`config.mk`:
```
export PLATFORM = sky130hd
export DESIGN_NAME = axi_r_responder
export DESIGN_NICKNAME = d
export VERILOG_FILES = /design/src/rtl/axi_r_responder.sv
export SDC_FILE = /design/constraint.sdc
export NUM_CORES = 1
export LEC_CHECK = 0
export CORE_MARGIN = 2
export CORE_UTILIZATION = 55
export CTS_CLUSTER_DIAMETER = 30
export DETAILED_ROUTE_END_ITERATION = 8
export PLACE_DENSITY = 0.83
export SETUP_SLACK_MARGIN = 0.5
export SLEW_MARGIN = 20
export SYNTH_ARGS = -nofsm -noshare
export SYNTH_HDL_FRONTEND = slang
export SYNTH_SLANG_ARGS = --single-unit
```
`constraint.sdc`:
```
create_clock -name clk -period 8.37 [get_ports clk]
set_input_delay 0.837 -clock clk [delete_from_list [all_inputs] [get_ports clk]]
set_output_delay 0.837 -clock clk [all_outputs]
set_load 0.005 [all_outputs]
```
`src/rtl/axi_r_responder.sv`:
```
// axi_r_responder
//   Slave-side AXI read responder that drives the R channel. It accepts one
//   AR request at a time. For each beat it issues a single read to a
//   1-cycle-latency synchronous memory and returns the data as one R beat.
//   The beat addresses follow the FIXED, INCR or WRAP burst rules.
//   An illegal request reads no memory. It answers with len+1 SLVERR beats.
//
// Ports
//   clk, nrst              clock (rising edge), asynchronous active-low reset
//   AR*                    read address channel (ARID/ARADDR/ARLEN/ARSIZE/
//                          ARBURST/ARVALID in, ARREADY out)
//   R*                     read data channel (RID/RDATA/RRESP/RLAST/RVALID
//                          out, RREADY in)
//   mem_re/mem_addr        memory read strobe and byte address
//   mem_rdata              memory data, valid the cycle after mem_re
module axi_r_responder #(
    parameter int ID_WIDTH   = 4,
    parameter int DATA_WIDTH = 32,
    parameter int ADDR_WIDTH = 32
) (
    input  logic                  clk,
    input  logic                  nrst,
    input  logic [ID_WIDTH-1:0]   ARID,
    input  logic [ADDR_WIDTH-1:0] ARADDR,
    input  logic [7:0]            ARLEN,
    input  logic [2:0]            ARSIZE,
    input  logic [1:0]            ARBURST,
    input  logic                  ARVALID,
    output logic                  ARREADY,
    output logic [ID_WIDTH-1:0]   RID,
    output logic [DATA_WIDTH-1:0] RDATA,
    output logic [1:0]            RRESP,
    output logic                  RLAST,
    output logic                  RVALID,
    input  logic                  RREADY,
    output logic                  mem_re,
    output logic [ADDR_WIDTH-1:0] mem_addr,
    input  logic [DATA_WIDTH-1:0] mem_rdata
);

    // Largest legal ARSIZE: a beat may not be wider than the data bus.
    localparam logic [2:0] MAX_SIZE = 3'($clog2(DATA_WIDTH / 8));

    typedef enum logic [2:0] {IDLE, READ, CAPT, RESP, ERESP} state_t;

    state_t                state;
    logic [ID_WIDTH-1:0]   id_q;
    logic [ADDR_WIDTH-1:0] addr_q;
    logic [7:0]            len_q;
    logic [7:0]            cnt;
    logic [2:0]            size_q;
    logic [1:0]            burst_q;

    logic [ADDR_WIDTH-1:0] bytes;
    logic [ADDR_WIDTH-1:0] span;
    logic [ADDR_WIDTH-1:0] incr;
    logic [ADDR_WIDTH-1:0] next_addr;
    logic                  illegal;

    // Address of the following beat. For WRAP the low bits advance inside the
    // span-aligned window and the high bits stay fixed. A legal WRAP has
    // len+1 in {2,4,8,16}, so span is always a power of two.
    always_comb begin
        bytes     = ADDR_WIDTH'(1) << size_q;
        span      = (ADDR_WIDTH'(len_q) + ADDR_WIDTH'(1)) << size_q;
        incr      = addr_q + bytes;
        next_addr = addr_q;
        case (burst_q)
            2'b01:   next_addr = incr;
            2'b10:   next_addr = (addr_q & ~(span - ADDR_WIDTH'(1))) |
                                 (incr & (span - ADDR_WIDTH'(1)));
            default: next_addr = addr_q;
        endcase
    end

    assign illegal = (ARBURST == 2'b11) || (ARSIZE > MAX_SIZE) ||
                     ((ARBURST == 2'b10) &&
                      !(ARLEN inside {8'd1, 8'd3, 8'd7, 8'd15}));

    always_ff @(posedge clk or negedge nrst) begin
        if (!nrst) begin
            state    <= IDLE;
            ARREADY  <= 1'b0;
            RVALID   <= 1'b0;
            RLAST    <= 1'b0;
            RID      <= '0;
            RDATA    <= '0;
            RRESP    <= 2'b00;
            mem_re   <= 1'b0;
            mem_addr <= '0;
            id_q     <= '0;
            addr_q   <= '0;
            len_q    <= '0;
            cnt      <= '0;
            size_q   <= '0;
            burst_q  <= '0;
        end else begin
            case (state)
                IDLE: begin
                    ARREADY <= 1'b1;
                    if (ARVALID && ARREADY) begin
                        ARREADY <= 1'b0;
                        id_q    <= ARID;
                        addr_q  <= ARADDR;
                        len_q   <= ARLEN;
                        size_q  <= ARSIZE;
                        burst_q <= ARBURST;
                        cnt     <= '0;
                        if (illegal) begin
                            // The first error beat is presented right away.
                            state  <= ERESP;
                            RVALID <= 1'b1;
                            RRESP  <= 2'b10;
                            RDATA  <= '0;
                            RID    <= ARID;
                            RLAST  <= (ARLEN == 8'd0);
                        end else begin
                            state    <= READ;
                            mem_re   <= 1'b1;
                            mem_addr <= ARADDR;
                        end
                    end
                end
                READ: begin
                    mem_re <= 1'b0;
                    state  <= CAPT;
                end
                CAPT: begin
                    RDATA  <= mem_rdata;
                    RRESP  <= 2'b00;
                    RID    <= id_q;
                    RLAST  <= (cnt == len_q);
                    RVALID <= 1'b1;
                    state  <= RESP;
                end
                RESP: begin
                    if (RREADY) begin
                        RVALID <= 1'b0;
                        if (RLAST) begin
                            state   <= IDLE;
                            ARREADY <= 1'b1;
                        end else begin
                            // The counter stops at len, so ARLEN=255 never wraps it.
                            cnt      <= cnt + 8'd1;
                            addr_q   <= next_addr;
                            mem_addr <= next_addr;
                            mem_re   <= 1'b1;
                            state    <= READ;
                        end
                    end
                end
                ERESP: begin
                    // RVALID alternates. A beat is raised when RVALID is low.
                    // It drops for one cycle after each handshake.
                    if (!RVALID) begin
                        RVALID <= 1'b1;
                        RLAST  <= (cnt == len_q);
                    end else if (RREADY) begin
                        RVALID <= 1'b0;
                        if (RLAST) begin
                            state   <= IDLE;
                            ARREADY <= 1'b1;
                        end else begin
                            cnt <= cnt + 8'd1;
                        end
                    end
                end
                default: state <= IDLE;
            endcase
        end
    end

endmodule

```
# Yosys cells after proc, flatten, opt, wreduce, memory -nomap -nowiden
# Cells that the tools add are included.
# W data, S select, Z words.
# totals
inputBits	85
out_inout_bits	74
ff_bits	134
# op_classes
n_lt_le_gt_ge	1
bitwise_logic	4
n_shift	2
reduce_logical	24
n_addsub	4
eq_ne	22
mux	50
# op_table
op	n
$pmux W32 S2	4
$mux W32	7
$and A32 B32 Y32	2
$add A32 B32 Y32	1
$mux W8	4
$not A32 Y32	1
$or A32 B32 Y32	1
$shl A1 B3 Y32 const A	1
$shl A9 B3 Y32	1
$sub A32 B1 Y32 const B	1
$pmux W8 S3	1
$mux W3	6
$ne A2 B2 Y1 const B	9
$mux W1	17
$pmux W3 S5	1
$reduce_and A5 Y1	3
$reduce_and A4 Y1	3
$add A8 B1 Y9 const B	1
$pmux W1 S3	3
$reduce_bool A3 Y1	3
$add A8 B1 Y8 const B	1
$eq A8 B1 Y1 const B	1
$eq A8 B2 Y1 const B	1
$eq A8 B3 Y1 const B	1
22 further kinds	33

# Depth between registers and ports, before layout
# logic_depth
ltp_word	10
mapped_depth	18
mapped_depth_nobuf	15

# Least setup slack after synthesis
# Ideal clock, no wire load.
# synth_timing
path_type	register to register
startpoint	register size_q[0]
endpoint	register mem_addr[28]
path_buffers	4
synth_period_minus_slack_ns	3.461
path_stages_with_launch	18
path_slack_ns	4.909
arrival_time_ns	3.379
path_cell_list	dfrtp_1 > buf_6 > buf_8 > buf_6 > buf_2 > nor2_1 > ha_1 > fa_1 > a21o_1 > a21o_1 > a21oi_1 > nor3_1 > nand3_1 > or3_1 > o21ai_0 > mux2i_1 > o311a_1 > o21ai_0
# synth_via
elab_chain_len	9
elab_cells_between_ends	12
cone_classes	add/sub (2); shift (2); mux (4); bitwise (4)
# synth_rtl
element	line_no	rtl
start, declared	51	logic [2:0] size_q;
start signal, assigned	95	size_q <= '0;
start signal, assigned	106	size_q <= ARSIZE;
$shl A9 B3 Y32	65	span = (ADDR_WIDTH'(len_q) + ADDR_WIDTH'(1)) << size_q;
$sub A32 B1 Y32	70, 71	
$not A32 Y32	70	2'b10: next_addr = (addr_q & ~(span - ADDR_WIDTH'(1))) |
$and A32 B32 Y32	70	
$or A32 B32 Y32	70	
$pmux W32 S2 *	68	case (burst_q)
$mux W32 *	139	if (RLAST) begin
$mux W32 *	137	if (RREADY) begin
$pmux W32 S2 *	98	case (state)
end signal, assigned	146	mem_addr <= next_addr;
end, declared	37	output logic [ADDR_WIDTH-1:0] mem_addr,
# Mark *: on every way between the ends. The rest lies on a longest branch, timed or not. The select of a mux whose other input is x is not followed.
# A chain may end at the register's enable or synchronous reset.

# Worst setup path after layout
# layout_timing
startpoint	register size_q[2]
endpoint	register mem_addr[28]
# The elaborated chain is that of the path after synthesis.

==> reports/summary.txt <==
Run status: finished clean
Hold/Removal Path Class: primary input to asynchronous set/reset pin
Grt total ovfl: 0
Die Width: 132 um
Post-synth net total: 1145
Chip Height: 132 um
Vias in the first global route: 8619
First-pass GRT wire length: 44600 um
FF-to-FF path depth: 14
# diodes: 0
Clock sinks: 133
CP max FO: 27
Share of cells above drive strength 1: 9.85%
Clk Latency, worst-skew pair: 0.43 ns
DP Area: 0.0106 mm2
Post-synth top area cell: dfrtp_1
Root cell of the clock tree: clkbuf_16
Routed Antenna Nets: 0
Slew Limit Fails: 0
Slowest CP cell: dfrtp_1
Post-Syn Area: 0.00902 mm2
Synth top area share: 36.9%
Finished Core Util: 70.8%
DRC Markers: 0
Min Tclk post-route: 4.56 ns
Post-CTS Setup Inserts: 0
CP arrival: 4.90 ns
Placeable Area: 0.0159 mm2
Leakage: 4.47 nW
Startpoint types: flip-flop
Max Cap Violations: 0
Clock Skew: 0.0121 ns
Synth Register Bits: 133
Critical path buffers and inverters: 1
Area Growth Syn to Fin: 25.0%
Final Hold Viols: 0
Max-Slew Margin vs Limit: 25.0%
Largest net degree at the start of global routing: 74
Setup violators final: 0
CTS tree: yes
Initial drt markers: 808
Total Power: 5.05 mW
Cell Chain, Critical Path: clkinv_1 > nand2_1 > nor2_1 > ha_1 > a21o_1 > a21o_1 > a21oi_1 > nor3_1 > nand3_1 > or3_1 > o21ai_0 > mux2i_1 > o311a_1 > o21ai_0
Worst r2r dst: mem_addr[28]$_DFFE_PN0P_
Placer congestion estimate: 0.941
CTS Buffer Depth: 2
WHS: 0.398 ns
Drt first pass iters: 8
Reg-to-reg slack, setup: 3.81 ns
CP max stage delay: 0.89 ns
Top_reg_cell synth: dfrtp_1
Post-synth EDFFs: 0
Setup TNS Final: 0 ns
Vias/cell: 6.45
YS warnings: 0
Cell family with most CP delay: simple AND/OR/NAND/NOR gates
Wire per inst: 19.8 um
Gate Count Post-Synth: 1045
Worst path required time: 8.71 ns
Fraction of registers with async set or reset after synthesis: 100%
Max Fclk: 219 MHz
Vias: 8919
Syn_area_per_cell: 8.63 um2
Site Rows: 46
# H-tree levels: 4
Clock transition at path regs: 0.06 ns
Design Area, Final: 0.0113 mm2
Initial core utilization: 56.6%
Period utilization: 54.5%
Top Ports: 159
Nets@finish: 1255
Initial antenna violation count: 0
Count of buffers from port buffering: 157
Reg-to-Reg Start: size_q[2]$_DFFE_PN0P_
Critical Path Sink Type: flip-flop
RSZ-0062 raised after global routing: no
Synth area leaders: dfrtp_1 (37%), nand2_1 (5.0%), o21ai_0 (4.7%)
Total GRT Usage: 31.7%
Post-cts sizing count: 0
Pwr Density: 447 mW/mm2
CTS Hold Bufs: 0
Netlist cell types: 89
TritonCTS buffer count: 17
Final WL: 27400 um
Post-detail-place hpwl: 19300 um
Total die area: 0.0174 mm2
Worst IR Drop VDD: 0.238 mV
Part of the Yosys area used for sequential elements: 36.9%
Setup CP Type: flip-flop to flip-flop
Worst Tran Pin Value: 1.11 ns
registers in the layout, summed over array words and instances (netlist names), 2 cells and up:
register	count
addr_q	32
id_q	4
len_q	8
burst_q	2
RDATA	32
size_q	3
state	3
mem_addr	32
cnt	8
RID	4
how the worst max path moves through the flow:
| stage | start | to | slack, ns | cells after the start |
|---|---|---|---|---|
| 3_3_place_gp | size_q[2]$_DFFE_PN0P_ | mem_addr[28]$_DFFE_PN0P_ | 4.03 | 14 |
| 2_1_floorplan | size_q[0]$_DFFE_PN0P_ | mem_addr[28]$_DFFE_PN0P_ | 4.91 | 17 |
| 5_1_grt | size_q[2]$_DFFE_PN0P_ | mem_addr[28]$_DFFE_PN0P_ | 3.35 | 14 |
| 4_1_cts | size_q[2]$_DFFE_PN0P_ | mem_addr[28]$_DFFE_PN0P_ | 3.90 | 14 |
| 3_5_place_dp | size_q[2]$_DFFE_PN0P_ | mem_addr[28]$_DFFE_PN0P_ | 3.91 | 14 |
| 6_report | size_q[2]$_DFFE_PN0P_ | mem_addr[28]$_DFFE_PN0P_ | 3.81 | 14 |
power by group:
group | switching, mW | internal, mW
clock network | 0.306 | 0.541
registers | 0.371 | 0.952
logic | 1.61 | 1.27
total | 2.29 | 2.76
metal layers:
metal | track usage, % | wire [um] | vias to the layer above
met3 | 8.96 | 2850 | 43
met5 | 0 | 0 | -
li1 | - | - | 4127
met2 | 49.5 | 12500 | 495
met4 | 9.42 | 501 | 0
met1 | 42.9 | 11600 | 4254
final cells by class:
cell class | count | area (um2)
tap | 216 | 270
clock inverter | 13 | 219
sequential | 133 | 3330
timing repair buffer | 171 | 1690
inverter | 22 | 82.6
fill | 1244 | 4660
multi-input combinational | 810 | 5260
clock buffer | 18 | 439
worst reg2reg max path, stage by stage (launching register included):
cell	delay, ns
dfrtp_1	0.89
clkinv_1	0.50
nand2_1	0.22
nor2_1	0.06
ha_1	0.36
a21o_1	0.15
a21o_1	0.16
a21oi_1	0.16
nor3_1	0.82
nand3_1	0.27
or3_1	0.36
o21ai_0	0.08
mux2i_1	0.09
o311a_1	0.18
o21ai_0	0.17
cells in the mapped netlist (all sizes together), types with 4 or more instances:
| master | number |
|---|---|
| nand4 | 16 |
| o211ai | 21 |
| or2 | 5 |
| a41oi | 4 |
| o21ai | 91 |
| nor2 | 83 |
| xor2 | 7 |
| or3 | 11 |
| nand3b | 4 |
| a32oi | 5 |
| nor2b | 9 |
| a21oi | 59 |
| nand2b | 9 |
| a211oi | 10 |
| nor4 | 10 |
| and2 | 8 |
| o2111ai | 4 |
| a21o | 16 |
| nand3 | 32 |
| dfrtp | 133 |
| ha | 14 |
| a31oi | 21 |
| o311a | 7 |
| inv | 21 |
| o21a | 4 |
| mux2 | 36 |
| o221ai | 6 |
| clkbuf | 62 |
| and3 | 9 |
| o31ai | 8 |
| a221oi | 5 |
| or4 | 7 |
| a32o | 4 |
| xnor2 | 20 |
| a22o | 34 |
| o22ai | 6 |
| and4 | 5 |
| mux2i | 12 |
| nor3 | 27 |
| o311ai | 11 |
| nand2 | 120 |
| buf | 18 |
| nor3b | 5 |
per-stage QoR:
step	setup WS, ns	instances
after detailed placement	3.91	1352
after floorplan	4.91	1045
after global placement	4.03	1351
after global routing	3.35	1383
after CTS	3.90	1383
final	3.81	1383
kinds of logic (layout without fill, tap and decap cells):
logic type	count (synthesis)	count (layout)	synth area share, %
DFF	133	133	36.9
buffers and inverters	102	224	5.03
adders and majority gates	15	15	2.16
other	1	1	0.0416
muxes	48	48	5.87
xor gates and xnor gates	27	27	2.62
AOI/OAI and AO/OA	347	347	26.9
and+or+nand+nor	372	372	20.5
placed cells by master, fill, tap and decap left out, types with 6 or more instances in the layout:
cell type	synthesis	layout
nand4_1	15	15
o21ai_1	7	6
clkbuf_16	0	17
buf_4	3	13
xnor2_1	20	20
nor2_1	83	82
nor2b_1	9	8
inv_1	21	21
a21o_1	16	16
o211ai_1	15	15
mux2_2	36	36
nand2_1	120	120
and2_1	7	7
a21oi_1	59	58
a31oi_1	21	21
nand2b_1	9	9
nor3_1	27	26
o221ai_1	6	6
or3_1	10	10
o311ai_0	7	7
nand3_1	30	30
o31ai_1	7	7
a22o_1	34	34
ha_1	14	14
o21ai_0	84	84
nor4_1	10	10
and3_1	9	9
xor2_1	7	7
o211ai_2	6	6
clkdlybuf4s50_1	0	156
o311a_1	7	7
o22ai_1	6	6
mux2i_1	11	11
dfrtp_1	133	133
or4_1	6	6
a211oi_1	10	10
Power figures use the tool's default switching activity.
